$ cat config.mk
export PLATFORM = sky130hd
export DESIGN_NAME = serial_somador_subtrator_flat
export DESIGN_NICKNAME = d
export VERILOG_FILES = /design/src/rtl/serial_somador_subtrator_if.sv /design/src/rtl/serial_somador_subtrator.sv /design/src/flat_wrapper.sv
export SDC_FILE = /design/constraint.sdc
export NUM_CORES = 1
export LEC_CHECK = 0
export BUFFER_PORTS_ARGS = -buffer_cell sky130_fd_sc_hd__buf_2
export CAP_MARGIN = 20
export CORE_ASPECT_RATIO = 1.4
export CORE_UTILIZATION = 54
export DETAILED_ROUTE_END_ITERATION = 6
export PLACE_DENSITY = 0.82
export SKIP_CTS_REPAIR_TIMING = 1
export SLEW_MARGIN = 20
export SYNTH_ARGS = -nofsm -noshare
export SYNTH_HDL_FRONTEND = slang
export SYNTH_SLANG_ARGS = --single-unit
$ cat constraint.sdc
create_clock -name clk -period 2.05 [get_ports clk]
set_input_delay 0.3075 -clock clk [delete_from_list [all_inputs] [get_ports clk]]
set_output_delay 0.3075 -clock clk [all_outputs]
set_load 0.1 [all_outputs]
$ cat src/rtl/serial_somador_subtrator_if.sv
// Handshake and operand/result bus of the serial adder/subtractor.
// The master issues requests; the slave (the arithmetic unit) returns results and flags.
interface serial_somador_subtrator_if #(
   parameter int WIDTH = 8
);
   logic             start;
   logic [WIDTH-1:0] A;
   logic [WIDTH-1:0] B;
   logic             sub;
   logic             busy;
   logic             done;
   logic [WIDTH-1:0] Result;
   logic             C_out;
   logic             V;
   logic             Z;

   modport master (output start, A, B, sub, input busy, done, Result, C_out, V, Z);
   modport slave  (input start, A, B, sub, output busy, done, Result, C_out, V, Z);
endinterface

$ cat src/rtl/serial_somador_subtrator.sv
// Multi-cycle adder/subtractor: DIGIT bits per clock, LSB first, WIDTH/DIGIT cycles per op.
// Operands latch on an accepted start; Result/C_out/V/Z hold until the next completion.
module serial_somador_subtrator #(
   parameter int WIDTH = 8,
   parameter int DIGIT = 1
) (
   input  logic                        clk,
   input  logic                        rst,
   serial_somador_subtrator_if.slave   bus
);
   localparam int N  = WIDTH / DIGIT;
   localparam int CW = (N > 1) ? $clog2(N) : 1;
   localparam logic [CW-1:0] LAST = CW'(N - 1);

   typedef enum logic {IDLE, RUN} state_t;

   state_t           state_q, state_d;
   logic [WIDTH-1:0] a_q, a_d, b_q, b_d, res_sh_q, res_sh_d, result_q, result_d;
   logic             carry_q, carry_d, c_q, c_d, v_q, v_d, z_q, z_d, done_q, done_d;
   logic [CW-1:0]    cnt_q, cnt_d;

   logic [DIGIT:0]   sum;
   logic [WIDTH-1:0] res_next;
   logic             msb_cin;

   always_comb begin
      state_d  = state_q;
      a_d      = a_q;
      b_d      = b_q;
      res_sh_d = res_sh_q;
      carry_d  = carry_q;
      cnt_d    = cnt_q;
      result_d = result_q;
      c_d      = c_q;
      v_d      = v_q;
      z_d      = z_q;
      done_d   = 1'b0;

      sum      = {1'b0, a_q[DIGIT-1:0]} + {1'b0, b_q[DIGIT-1:0]} + {{DIGIT{1'b0}}, carry_q};
      res_next = WIDTH'({sum[DIGIT-1:0], res_sh_q} >> DIGIT);
      // Carry into the top bit of the chunk, recovered from its sum bit; only meaningful on the final chunk.
      msb_cin  = a_q[DIGIT-1] ^ b_q[DIGIT-1] ^ sum[DIGIT-1];

      case (state_q)
         IDLE: begin
            if (bus.start) begin
               state_d  = RUN;
               a_d      = bus.A;
               b_d      = bus.B ^ {WIDTH{bus.sub}};
               carry_d  = bus.sub;
               cnt_d    = '0;
               res_sh_d = '0;
            end
         end
         RUN: begin
            a_d      = a_q >> DIGIT;
            b_d      = b_q >> DIGIT;
            carry_d  = sum[DIGIT];
            res_sh_d = res_next;
            cnt_d    = cnt_q + CW'(1);
            if (cnt_q == LAST) begin
               state_d  = IDLE;
               result_d = res_next;
               c_d      = sum[DIGIT];
               v_d      = msb_cin ^ sum[DIGIT];
               z_d      = (res_next == '0);
               done_d   = 1'b1;
            end
         end
         default: state_d = IDLE;
      endcase
   end

   always_ff @(posedge clk or posedge rst) begin
      if (rst) begin
         state_q  <= IDLE;
         a_q      <= '0;
         b_q      <= '0;
         res_sh_q <= '0;
         carry_q  <= 1'b0;
         cnt_q    <= '0;
         result_q <= '0;
         c_q      <= 1'b0;
         v_q      <= 1'b0;
         z_q      <= 1'b0;
         done_q   <= 1'b0;
      end else begin
         state_q  <= state_d;
         a_q      <= a_d;
         b_q      <= b_d;
         res_sh_q <= res_sh_d;
         carry_q  <= carry_d;
         cnt_q    <= cnt_d;
         result_q <= result_d;
         c_q      <= c_d;
         v_q      <= v_d;
         z_q      <= z_d;
         done_q   <= done_d;
      end
   end

   assign bus.busy   = (state_q == RUN);
   assign bus.done   = done_q;
   assign bus.Result = result_q;
   assign bus.C_out  = c_q;
   assign bus.V      = v_q;
   assign bus.Z      = z_q;
endmodule
$ cat src/flat_wrapper.sv
// flat-port wrapper written by rule: the top's interface ports become plain ports
module serial_somador_subtrator_flat 
#(
   parameter int WIDTH = 8,
   parameter int DIGIT = 1
)
  (clk, rst, bus_start, bus_A, bus_B, bus_sub, bus_busy, bus_done, bus_Result, bus_C_out, bus_V, bus_Z);
  serial_somador_subtrator_if #(.WIDTH(WIDTH)) bus_i ();
  input  logic clk;
  input  logic rst;
  input wire logic [$bits(bus_i.start)-1:0] bus_start;
  input wire logic [$bits(bus_i.A)-1:0] bus_A;
  input wire logic [$bits(bus_i.B)-1:0] bus_B;
  input wire logic [$bits(bus_i.sub)-1:0] bus_sub;
  output wire logic [$bits(bus_i.busy)-1:0] bus_busy;
  output wire logic [$bits(bus_i.done)-1:0] bus_done;
  output wire logic [$bits(bus_i.Result)-1:0] bus_Result;
  output wire logic [$bits(bus_i.C_out)-1:0] bus_C_out;
  output wire logic [$bits(bus_i.V)-1:0] bus_V;
  output wire logic [$bits(bus_i.Z)-1:0] bus_Z;
  assign bus_i.start = bus_start;
  assign bus_i.A = bus_A;
  assign bus_i.B = bus_B;
  assign bus_i.sub = bus_sub;
  assign bus_busy = bus_i.busy;
  assign bus_done = bus_i.done;
  assign bus_Result = bus_i.Result;
  assign bus_C_out = bus_i.C_out;
  assign bus_V = bus_i.V;
  assign bus_Z = bus_i.Z;
  serial_somador_subtrator #(.WIDTH(WIDTH), .DIGIT(DIGIT)) u_core (.clk(clk), .rst(rst), .bus(bus_i));
endmodule
# Word level (Yosys, flattened, before mapping)
# Index checks and enable logic that the tools add are counted.
[op_classes]
add_sub_neg = 3
n_reduce_logical = 2
mux = 15
n_eq_ne = 2
bitwise_logic = 5
[op_table]
columns = ["cell", "count"]
rows = [
  ["$pmux 8 s2", 3],
  ["$mux 8", 3],
  ["$logic_not 8->1", 1],
  ["$xor 8x8->8", 1],
  ["$pmux 3 s2", 1],
  ["$mux 1", 5],
  ["$pmux 1 s2", 2],
  ["$add 3x1->3 const B", 1],
  ["$eq 3x3->1 const B", 1],
  ["$mux 3", 1],
  ["$xor 1x1->1", 3],
  ["$add 1x1->2", 1],
  ["$add 2x1->2", 1],
  ["$ne 2x2->1 const B", 1],
  ["$reduce_and 2->1", 1],
  ["$not 1->1", 1],
]
[word_totals]
elab_cells = 38
inputBits = 20
out_inout_bits = 13
reg_bits = 41

# Longest topological paths before layout
# Gate-level depths: netlist of the first run.
[logic_depth]
depth_word = 4
mapped_depth = 6
ltp_nobuf = 5

# Least setup slack after synthesis of the first run
# OpenSTA, ideal clock, no wires.
[synth_path]
path_type = "reg2reg"
from = "register u_core.state_q, in the netlist u_core.bus.busy"
to = "register u_core.c_q, in the netlist u_core.bus.C_out"
required_time_ps = 1925
t_arrival_ps = 1662
setup_time_ps = 125
setup_slack_ps = 262
path_buffers = 1
period_less_slack_ps = 1788
stages_incl_launch_ff = 4
path_cell_list = "dfrtp_1 nand2_2 buf_6 mux2_4"
[synth_via]
elab_chain_cells = 1
[synth_rtl]
columns = ["element", "line", "text"]
rows = [
  ["start: declaration", "serial_somador_subtrator.sv:17", "state_t state_q, state_d;"],
  ["start signal: assignment", "serial_somador_subtrator.sv:88", "state_q <= state_d;"],
  ["$reduce_and 2->1 (no source line)", "-", ""],
  ["end signal: assignment", "serial_somador_subtrator.sv:83", "c_q <= 1'b0;"],
  ["end signal: assignment", "serial_somador_subtrator.sv:95", "c_q <= c_d;"],
  ["end: declaration", "serial_somador_subtrator.sv:19", "logic carry_q, carry_d, c_q, c_d, v_q, v_d, z_q, z_d, done_q, done_d;"],
]
# Every way passes these cells.
# A chain may end at the register's enable or synchronous reset.

# Worst setup path in the final report of the first run
[layout_path]
from = "register u_core.carry_q"
to = "register u_core.z_q, in the netlist u_core.bus.Z"
[layout_via]
elab_chain_cells = 2
[layout_rtl]
columns = ["element", "line", "text"]
rows = [
  ["start: declaration", "serial_somador_subtrator.sv:19", ""],
  ["start signal: assignment", "serial_somador_subtrator.sv:92", "carry_q <= carry_d;"],
  ["$add 2x1->2", "serial_somador_subtrator.sv:39", "sum = {1'b0, a_q[DIGIT-1:0]} + {1'b0, b_q[DIGIT-1:0]} + {{DIGIT{1'b0}}, carry_q};"],
  ["named net u_core.sum[0]", "serial_somador_subtrator.sv:22", "logic [DIGIT:0] sum;"],
  ["$logic_not 8->1", "serial_somador_subtrator.sv:66", "z_d = (res_next == '0);"],
  ["end signal: assignment", "serial_somador_subtrator.sv:97", "z_q <= z_d;"],
  ["end: declaration", "serial_somador_subtrator.sv:19", ""],
]
# The timed path passes the listed nets, and every way through them passes these cells.

==> results of run 1 <==
sequential cells by signal, indices dropped and copies added, names as in the netlist, 3 cells and up:
signal / count
u_core.bus.Result: 8
u_core.a_q: 8
u_core.b_q: 8
u_core.cnt_q: 3
u_core.res_sh_q: 7
power breakdown:
group          internal, mW  switching [mW]
registers              1.10           0.209
clock network         0.360           0.263
logic                 0.539            1.21
total                  2.00            1.68
per-stage QoR:
stage | cell area [um^2] | setup WS (ns) | utilization, % | power (mW) | hold WS [ns]
floorplan | 1820 | 0.262 | - | 2.75 | 0.449
global placement | 2010 | 0.551 | 63.8 | 2.99 | 0.442
detailed placement | 2010 | 0.446 | 63.8 | 3.09 | 0.451
CTS | 2120 | 0.414 | 67.3 | 3.72 | 0.136
global route | 2120 | 0.322 | 67.3 | 3.90 | 0.164
finish | 2120 | 0.443 | 67.3 | 3.68 | 0.124
how the worst min path moves through the flow:
stage,depth (start not counted),to,startpoint
2_1_floorplan,2,u_core.a_q[1],u_core.a_q[2]
3_3_place_gp,3,u_core.b_q[1],rst
3_5_place_dp,3,u_core.bus.V,rst
4_1_cts,3,u_core.cnt_q[2],rst
5_1_grt,3,u_core.bus.Result[7],rst
6_report,3,u_core.bus.V,rst
worst max-delay path: cells and delay by family (launching register included):
family | cells | cell delay (ns)
AOI/OAI and AO/OA | 1 | 0.16
adders and majority gates | 1 | 0.57
DFF | 1 | 0.41
and+or+nand+nor | 2 | 0.38
layout make-up:
class | count | area share (%)
clock inverter | 3 | 2.00
tap | 39 | 2.30
sequential | 40 | 47.1
clock buffer | 5 | 3.24
inverter | 2 | 0.354
timing repair buffer | 36 | 9.66
multi-input combinational | 106 | 35.3
cells by family after synthesis:
group	count (synthesis)
buffers and inverters	12
and+or+nand+nor	39
xor gates and xnor gates	11
AOI/OAI and AO/OA	27
DFF	40
adders and majority gates	3
muxes	26
synthesized netlist by cell type:
cell       n
ha_1       2
nand2_2    1
nand2_1   25
xor2_1     7
buf_6      2
mux2i_1   16
a211oi_1   1
dfrtp_1   40
mux2_2     5
mux2_4     5
buf_2      5
inv_1      2
o21ai_1    3
a22o_1     2
fa_1       1
clkbuf_1   1
buf_4      2
nand2b_1   7
o21ai_0   21
nor4_1     2
nor2_1     4
xnor2_1    4
per-layer routing:
| metal | share of wire, % | global-route usage (%) | vias to the layer above |
|---|---|---|---|
| li1 | - | - | 594 |
| met1 | 42 | 24.8 | 588 |
| met2 | 52 | 33.9 | 33 |
| met3 | 4.4 | 6.24 | 6 |
| met4 | 1.1 | 7.41 | 0 |
| met5 | 0 | 0 | - |
==> reports/results.tsv, run 1 <==
stage	metric	value	unit
run_status	outcome	finished, final reports clean	
logic_synthesis	postSynthRegisterBits	40	
sta	rsz0062_at_grt	false	
sta	setup_viol	0	
floorplanning	die_area	3620	um^2
logic_synthesis	share_of_synthesized_cell_area_in_full_adder_half_adder_and_majority_cells	2.47	%
drt	drc	0	
floorplanning	die_width	51.1	um
sta	slew_at_the_pin_closest_to_its_max_slew_limit	0.487	ns
worst_setup_path	timing_worst_setup_path_type	flip-flop to flip-flop	
global_route	grt_antenna_before_repair	0	
sta	relSlewSlack	67.5	%
global_route	grt_use_total	20.5	%
cells_and_area	post_route_cells_drive_above_1_share	28.6	%
clock_tree	cts_sinks	40	
cells_and_area	antennaDiodeCount	0	
drt	detail-route-antenna-nets	0	
run	maxCapViolCount	0	
cells_and_area	finish.cell_count_without_fillers	231	
worst_setup_path	crit_path_cell_trace	fa_1 > nor4_1 > nand2_1 > o21ai_0	
floorplanning	rows	24	
worst_setup_path	start_kind	flip-flop	
power	reported_leakage_power	1.08	nW
worst_setup_path	r2r_start	u_core.carry_q	
worst_setup_path	timing.reg2reg.setup_slack	0.44	ns
global_route	grt.overflow.total	0	
drt	first_iter_violations	20	
placed_design	globalplace.congestion	0.780	
drt	avgRoutedWirePerCell	13.6	um
logic_synthesis	synth_mux_area_share	16.0	%
drt	totalWireLength	3150	um
cells_and_area	multi_input_comb_area	749	um^2
cells_and_area	layout.cells.most_common	dfrtp_1	
placed_design	post-place-cells	223	
clock_tree	clock_latency	0.29	ns
worst_setup_path	timing.critical_path.fanout_max	4	
worst_setup_path	setup.worst_path.end	u_core.bus.Z	
sta	period_needed	1.61	ns
global_route	first_global_vias	1238	
worst_setup_path	critical_path.startpoint	u_core.carry_q	
worst_setup_path	setup.worst_path.end_class	flip-flop	
sta	hold_viol	0	
placed_design	detailedPlacementHpwl	2250	um
logic_synthesis	post_synth_inst_count	158	
clock_tree	ctsRootBufferMaster	clkbuf_8	
logic_synthesis	yosys.area_share.simple	9.40	%
sta	max_freq	0.622	GHz
clock_tree	cts_tree	built	
worst_setup_path	cpPeakStageDelay	0.57	ns
cells_and_area	seqCellArea	1000	um^2
cells_and_area	final.fill_count	256	
logic_synthesis	yosys-top-cells-area	dfrtp_1 (55%), mux2i_1 (8.8%), o21ai_0 (5.8%), nand2_1 (5.1%), mux2_4 (4.1%)	
logic_synthesis	synth_sequential_area_ratio	54.9	%
cells_and_area	most-common-layout-cells	dfrtp_1 (40), buf_2 (31), nand2_1 (25)	
worst_setup_path	reg2regPathDepth	4	
floorplanning	io_pins	33	
floorplanning	fp.dieH	70.8	um
global_route	grt_first_pass_wirelength	5460	um
worst_setup_path	cp_slowest_cell	fa_1	
sta	clock_skew	0.0105	ns
logic_synthesis	synthDistinctLibCells	22	
logic_synthesis	synthDominantAreaCellType	dfrtp_1	
clock_tree	total_clock_buffers_created_by_cts	5	
sta	final_min_period_over_clock_period	78.4	%
sta	drv_slew	0	
floorplanning	core_box_area	3150	um^2
cells_and_area	area_delta_synth_final	16.4	%
logic_synthesis	netlist_area	1820	um^2
hold_path	worstHoldPathType	input port to async pin	
logic_synthesis	main_combinational_cell_family_by_area_after_synthesis	multiplexers	
logic_synthesis	yosys_warnings	0	
clock_tree	clock_tree.buffer_depth	2	
worst_setup_path	crit_required	2.25	ns
placed_design	buffer_ports.inserted	32	
logic_synthesis	synth_area_in_compound_gates	7.96	%
global_route	largest_net_degree_at_the_start_of_global_routing	52	
clock_tree	clk_pin_slew	0.08	ns
clock_tree	ctsHtreeMaxLevel	2	
sta	fin_tns_setup	0	ns
worst_setup_path	rr_endpoint	u_core.bus.Z	
drt	drt_first_pass_iters	4	
logic_synthesis	synth_fp_nets	181	
logic_synthesis	mean_syn_cell_area	11.5	um^2
logic_synthesis	synthXorXnorAreaFrac	5.28	%
logic_synthesis	synthDominantCellAreaShare	54.9	%
worst_setup_path	crit_arrival	1.80	ns
cells_and_area	num-nets-final	214	
drt	viasPerCell	5.29	
floorplanning	initial_utilization	57.9	%
drt	detailroute.via_count	1221	
power	power.density_cell_area	1730	nW/um^2
power	worst_ir_drop_vdd	1.17	mV
Note: power is estimated with default switching activity, not from simulation.
==> inputs of run 2 (changes only) <==
clock period = 1.6 ns   (was 2.05 ns; I/O delays follow)
==> reports/results.tsv, run 2 (synthesis results as in run 1) <==
stage	metric	value	unit
sta	period_needed	1.55	ns
sta	max_freq	0.646	GHz
clock_tree	ctsRootBufferMaster	clkbuf_8	
global_route	largest_net_degree_at_the_start_of_global_routing	41	
run_status	failing_checks	hold timing	
floorplanning	rows	24	
cells_and_area	num-nets-final	216	
drt	avgRoutedWirePerCell	14.1	um
sta	relSlewSlack	67.9	%
placed_design	post-place-cells	223	
placed_design	detailed_place.area	2040	um^2
cells_and_area	area_delta_synth_final	21.2	%
run_status	outcome	finished with violations	
worst_setup_path	reg2regPathDepth	4	
floorplanning	fp.dieH	70.8	um
sta	hold_viol	36	
worst_setup_path	timing.critical_path.fanout_max	4	
power	power.switching_fraction	44.6	%
global_route	grt.overflow.total	0	
drt	drt_first_pass_iters	4	
sta	clock_skew	0.00385	ns
worst_setup_path	timing.reg2reg.setup_slack	0.05	ns
worst_setup_path	crit_arrival	1.72	ns
power	report.power.total	4.99	mW
drt	viasPerCell	5.24	
placed_design	detailedPlacementHpwl	2230	um
cells_and_area	finalInstanceArea	2210	um^2
worst_setup_path	setup.worst_path.end_class	flip-flop	
power	sequential_share_of_power	34.1	%
drt	detail-route-antenna-nets	0	
worst_setup_path	start_kind	flip-flop	
cells_and_area	most-common-layout-cells	dfrtp_1 (38), buf_2 (31), nand2_1 (25)	
sta	setup_viol	0	
worst_setup_path	crit_required	1.77	ns
floorplanning	die_width	51.1	um
clock_tree	total_clock_buffers_created_by_cts	5	
global_route	grt_first_pass_wirelength	5690	um
run	maxCapViolCount	0	
sta	slew_at_the_pin_closest_to_its_max_slew_limit	0.485	ns
cells_and_area	layout.cells.most_common	dfrtp_1	
cells_and_area	final.fill_count	235	
power	reported_leakage_power	1.11	nW
clock_tree	clk_pin_slew	0.07	ns
power	pwr-share-clk	17.7	%
power	power.combinational.fraction	48.2	%
cells_and_area	post_route_cells_drive_above_1_share	32.0	%
global_route	grt_antenna_before_repair	0	
sta	final_min_period_over_clock_period	96.7	%
floorplanning	io_pins	33	
cells_and_area	fin_util	70.1	%
hold_path	worstHoldPathType	input port to async pin	
floorplanning	core_box_area	3150	um^2
sta	final.hold.worst_slack	-0.0192	ns
global_route	first_global_vias	1305	
drt	totalWireLength	3280	um
sta	drv_slew	0	
floorplanning	die_area	3620	um^2
cells_and_area	finish.cell_count_without_fillers	233	
power	power.density_cell_area	2260	nW/um^2
clock_tree	clock_latency	0.29	ns
placed_design	buffer_ports.inserted	32	
drt	drc	0	
clock_tree	cts_tree	built	
placed_design	globalplace.congestion	0.747	
worst_setup_path	timing_worst_setup_path_type	flip-flop to flip-flop	
cells_and_area	antennaDiodeCount	0	
drt	first_iter_violations	27	
floorplanning	initial_utilization	57.9	%
drt	detailroute.via_count	1221	
power	intPower	2.77	mW
clock_tree	clock_tree.buffer_depth	2	
clock_tree	ctsHtreeMaxLevel	2	
global_route	grt_use_total	21.8	%
clock_tree	cts_sinks	40	
power	worst_ir_drop_vdd	1.25	mV
power	power_switching	2.22	mW
[run 2: cell count changes in the layout (fill, tap and decap cells not counted), moves of 2 or more]
cell / before / now
dfrtp_2: 0 / 2
clkbuf_8: 5 / 7
o21ai_1: 3 / 5
buf_12: 1 / 3
dfrtp_1: 40 / 38
o21ai_0: 21 / 19
[run 2: layout make-up]
type / count / area, um^2 / share of cell area, %
sequential: 40 / 1000 / 45.4
multi-input combinational: 106 / 779 / 35.3
timing repair buffer: 38 / 245 / 11.1
clock buffer: 7 / 96.3 / 4.36
tap: 39 / 48.8 / 2.21
clock inverter: 1 / 30.0 / 1.36
inverter: 2 / 7.51 / 0.340
[run 2: path summary, 6_finish.rpt]
kind                                        end     startpoint
max in group asynchronous       u_core.bus.busy            rst
worst max register to register     u_core.bus.V  u_core.a_q[0]
worst min-delay path               u_core.bus.V            rst
worst max-delay path               u_core.bus.V  u_core.a_q[0]
min in group clk                  u_core.a_q[7]       bus_A[7]
worst min register to register    u_core.b_q[1]  u_core.b_q[2]
[run 2: routing by layer]
metal  part of all wire, %  up-vias  GRT usage (%)
met2                    52       31           36.3
li1                      -      597              -
met1                    39      582           23.6
met3                   4.3       11           6.88
met4                   4.1        0           13.3
met5                     0        -              0
[run 2: stage by stage]
| stage | setup slack, ns | setup TNS [ns] |
|---|---|---|
| after floorplan | 0.141 | 0 |
| after global placement | 0.0975 | 0 |
| after detailed placement | 0.0399 | 0 |
| after CTS | 0.0295 | 0 |
| after global routing | -0.0180 | -0.0180 |
| final | 0.0523 | 0 |
[run 2: power groups by stage]
stage	clock network (mW)	registers (mW)	logic, mW
after CTS	0.907	1.69	2.28
after global routing	0.953	1.75	2.59
after floorplan	0	2.55	0.976
after detailed placement	0	1.70	2.27
after global placement	0	1.67	2.19
final	0.883	1.70	2.41
[run 2: critical path, cell delays in order (launching register included)]
cell	delay [ns]
dfrtp_1	0.41
fa_2	0.67
xnor2_2	0.14
xnor2_1	0.14
o21ai_1	0.07
==> inputs of run 3 (changes only) <==
ABC_AREA = 1   (was not set)
==> reports/results.tsv, run 3 <==
stage	metric	value	unit
logic_synthesis	dominant_synthesized_flop_cell	dfrtp_1	
clock_tree	clk_pin_slew	0.07	ns
floorplanning	io_pins	33	
worst_setup_path	critical_path_cell_count	8	
floorplanning	fp.dieH	69.8	um
clock_tree	cts_tree	built	
power	power.density_cell_area	2290	nW/um^2
cells_and_area	layout.cells.most_common	nand2_1	
worst_setup_path	cp_slowest_cell	fa_1	
cells_and_area	fin_util	66.8	%
drt	totalWireLength	2880	um
drt	viasPerCell	5.20	
power	reported_leakage_power	1.05	nW
clock_tree	ctsHtreeMaxLevel	2	
logic_synthesis	synthDominantAreaCellType	dfrtp_1	
worst_setup_path	start_kind	flip-flop	
placed_design	place_worst_setup_slack	0.0942	ns
worst_setup_path	crit_required	1.78	ns
clock_tree	clock_latency	0.29	ns
logic_synthesis	netlist_area	1770	um^2
drt	drt_first_pass_iters	4	
sta	hold_viol	0	
global_route	largest_net_degree_at_the_start_of_global_routing	41	
cells_and_area	most-common-layout-cells	nand2_1 (43), dfrtp_1 (39), buf_2 (31)	
sta	max_freq	0.666	GHz
floorplanning	die_width	50.4	um
placed_design	buffer_ports.inserted	32	
logic_synthesis	mean_syn_cell_area	10.3	um^2
sta	post_layout_worst_setup_margin	0.0978	ns
worst_setup_path	crit_path_cell_trace	fa_1 > inv_1 > nand2_1 > nand2_1 > nand2_1 > nand2_1 > nand2_1 > nand2_1	
logic_synthesis	yosys_warnings	0	
clock_tree	cts_sinks	40	
cells_and_area	seqCellArea	1000	um^2
run	maxCapViolCount	0	
sta	clock_skew	0.00479	ns
global_route	grt_use_total	19.9	%
logic_synthesis	synthArstFlopShare	100	%
sta	slew_at_the_pin_closest_to_its_max_slew_limit	0.486	ns
floorplanning	rows	24	
worst_setup_path	worst_path_most_repeated_cell	nand2_1	
sta	setup_viol	0	
cells_and_area	num-nets-final	234	
logic_synthesis	synth_fp_nets	195	
power	worst_ir_drop_vdd	1.35	mV
worst_setup_path	reg2regPathDepth	8	
sta	final.hold.worst_slack	0.0458	ns
placed_design	globalplace.congestion	0.767	
run_status	outcome	finished, final reports clean	
global_route	grt_first_pass_wirelength	5210	um
logic_synthesis	yosys.cell_count.top_type	nand2_1	
drt	first_iter_violations	23	
logic_synthesis	postSynthRegisterBits	40	
worst_setup_path	timing.critical_path.fanout_max	5	
logic_synthesis	synthDistinctLibCells	25	
worst_setup_path	cpPeakStageDelay	0.58	ns
worst_setup_path	setup.worst_path.end_class	flip-flop	
logic_synthesis	synth_sequential_area_ratio	56.5	%
global_route	grt.overflow.total	0	
sta	drv_slew	0	
drt	detailroute.via_count	1305	
clock_tree	ctsRootBufferMaster	clkbuf_8	
worst_setup_path	critPathTopFamily	adder cells	
cells_and_area	antennaDiodeCount	0	
cells_and_area	finish.cell_count_without_fillers	251	
clock_tree	total_clock_buffers_created_by_cts	5	
global_route	first_global_vias	1243	
worst_setup_path	crit_buf_inv	1	
logic_synthesis	synth-edff-count	0	
sta	final_min_period_over_clock_period	93.9	%
logic_synthesis	yosys-top-cells-area	dfrtp_1 (56%), nand2_1 (9.1%), xnor2_1 (4.4%), o21ai_1 (3.4%), inv_1 (3.4%)	
logic_synthesis	netlist_top_cells_count	nand2_1 (43), dfrtp_1 (40), inv_1 (16)	
floorplanning	core_box_area	3120	um^2
sta	period_needed	1.50	ns
placed_design	post-place-cells	242	
placed_design	detailedPlacementHpwl	2090	um
logic_synthesis	post_synth_inst_count	172	
cells_and_area	multi_input_comb_area	638	um^2
sta	relSlewSlack	67.8	%
floorplanning	initial_utilization	56.8	%
clock_tree	clock_tree.buffer_depth	2	
drt	drc	0	
global_route	grt_antenna_before_repair	0	
hold_path	worstHoldPathType	input port to async pin	
floorplanning	die_area	3520	um^2
cells_and_area	final.fill_count	261	
cells_and_area	area_delta_synth_final	17.7	%
logic_synthesis	synthDominantCellAreaShare	56.5	%
worst_setup_path	crit_arrival	1.69	ns
cells_and_area	post_route_cells_drive_above_1_share	28.8	%
drt	avgRoutedWirePerCell	11.5	um
drt	detail-route-antenna-nets	0	
worst_setup_path	timing_worst_setup_path_type	flip-flop to flip-flop	
## run 3: cell count changes after synthesis, sizes merged, moves of 4 or more
cell    change
nand2      +19
inv        +18
mux2i      -16
mux2       -10
a22oi       +8
nand2b      -7
o22ai       +7
xor2        -7
o21ai       -5
xnor2       +5
o211ai      +4
## run 3: layer usage
layer	global-route usage, %	wire (um)	up-vias
met4	8.33	59	0
met1	22.8	1210	614
met5	0	0	-
li1	-	-	649
met3	6.58	138	7
met2	33.5	1480	35
## run 3: path summary, 6_finish.rpt
kind / from / to / slack, ns
max reg2reg: u_core.b_q[0] / u_core.bus.V / 0.1
min reg2reg: u_core.cnt_q[0] / u_core.cnt_q[0] / 0.48
max: u_core.b_q[0] / u_core.bus.V / 0.1
min in group clk: bus_A[7] / u_core.a_q[7] / 0.14
max in group asynchronous: rst / u_core.bus.busy / 1.20
min: rst / u_core.res_sh_q[3] / 0.05
## run 3: kinds of logic after synthesis
family	Yosys count	synth area share (%)
and+or+nand+nor	50	11.9
adders and majority gates	3	2.54
AOI/OAI and AO/OA	43	17.1
DFF	40	56.5
xor gates and xnor gates	9	4.45
buffers and inverters	27	7.55
## run 3: area by class of cell
cell class | count | share of cell area (%)
Inverter | 20 | 3.72
Timing Repair Buffer | 39 | 10.9
Multi-Input combinational cell | 105 | 30.6
Tap cell | 39 | 2.34
Sequential cell | 40 | 48.0
Clock buffer | 6 | 3.96
Clock inverter | 2 | 0.480
## run 3: power breakdown
group          leakage [nW]  total (mW)  internal [mW]  switching (mW)
Sequential            0.523        1.64           1.41           0.227
Combinational         0.475        2.46          0.713            1.75
Clock                0.0510       0.671          0.343           0.328
## run 3: through the flow
stage	TNS, ns	area, um^2	power (mW)
after global routing	-0.000830	2090	5.08
after floorplan	0	1770	3.64
after CTS	0	2080	4.76
final	0	2090	4.77
after global placement	0	1990	4.02
after detailed placement	0	1990	4.09
## run 3: worst register-to-register path, stage by stage, from the launching register on
cell and delay [ns]:
dfrtp_1 0.40, fa_1 0.58, inv_1 0.10, nand2_1 0.08, nand2_1 0.05, nand2_1 0.06
nand2_1 0.04, nand2_1 0.05, nand2_1 0.04
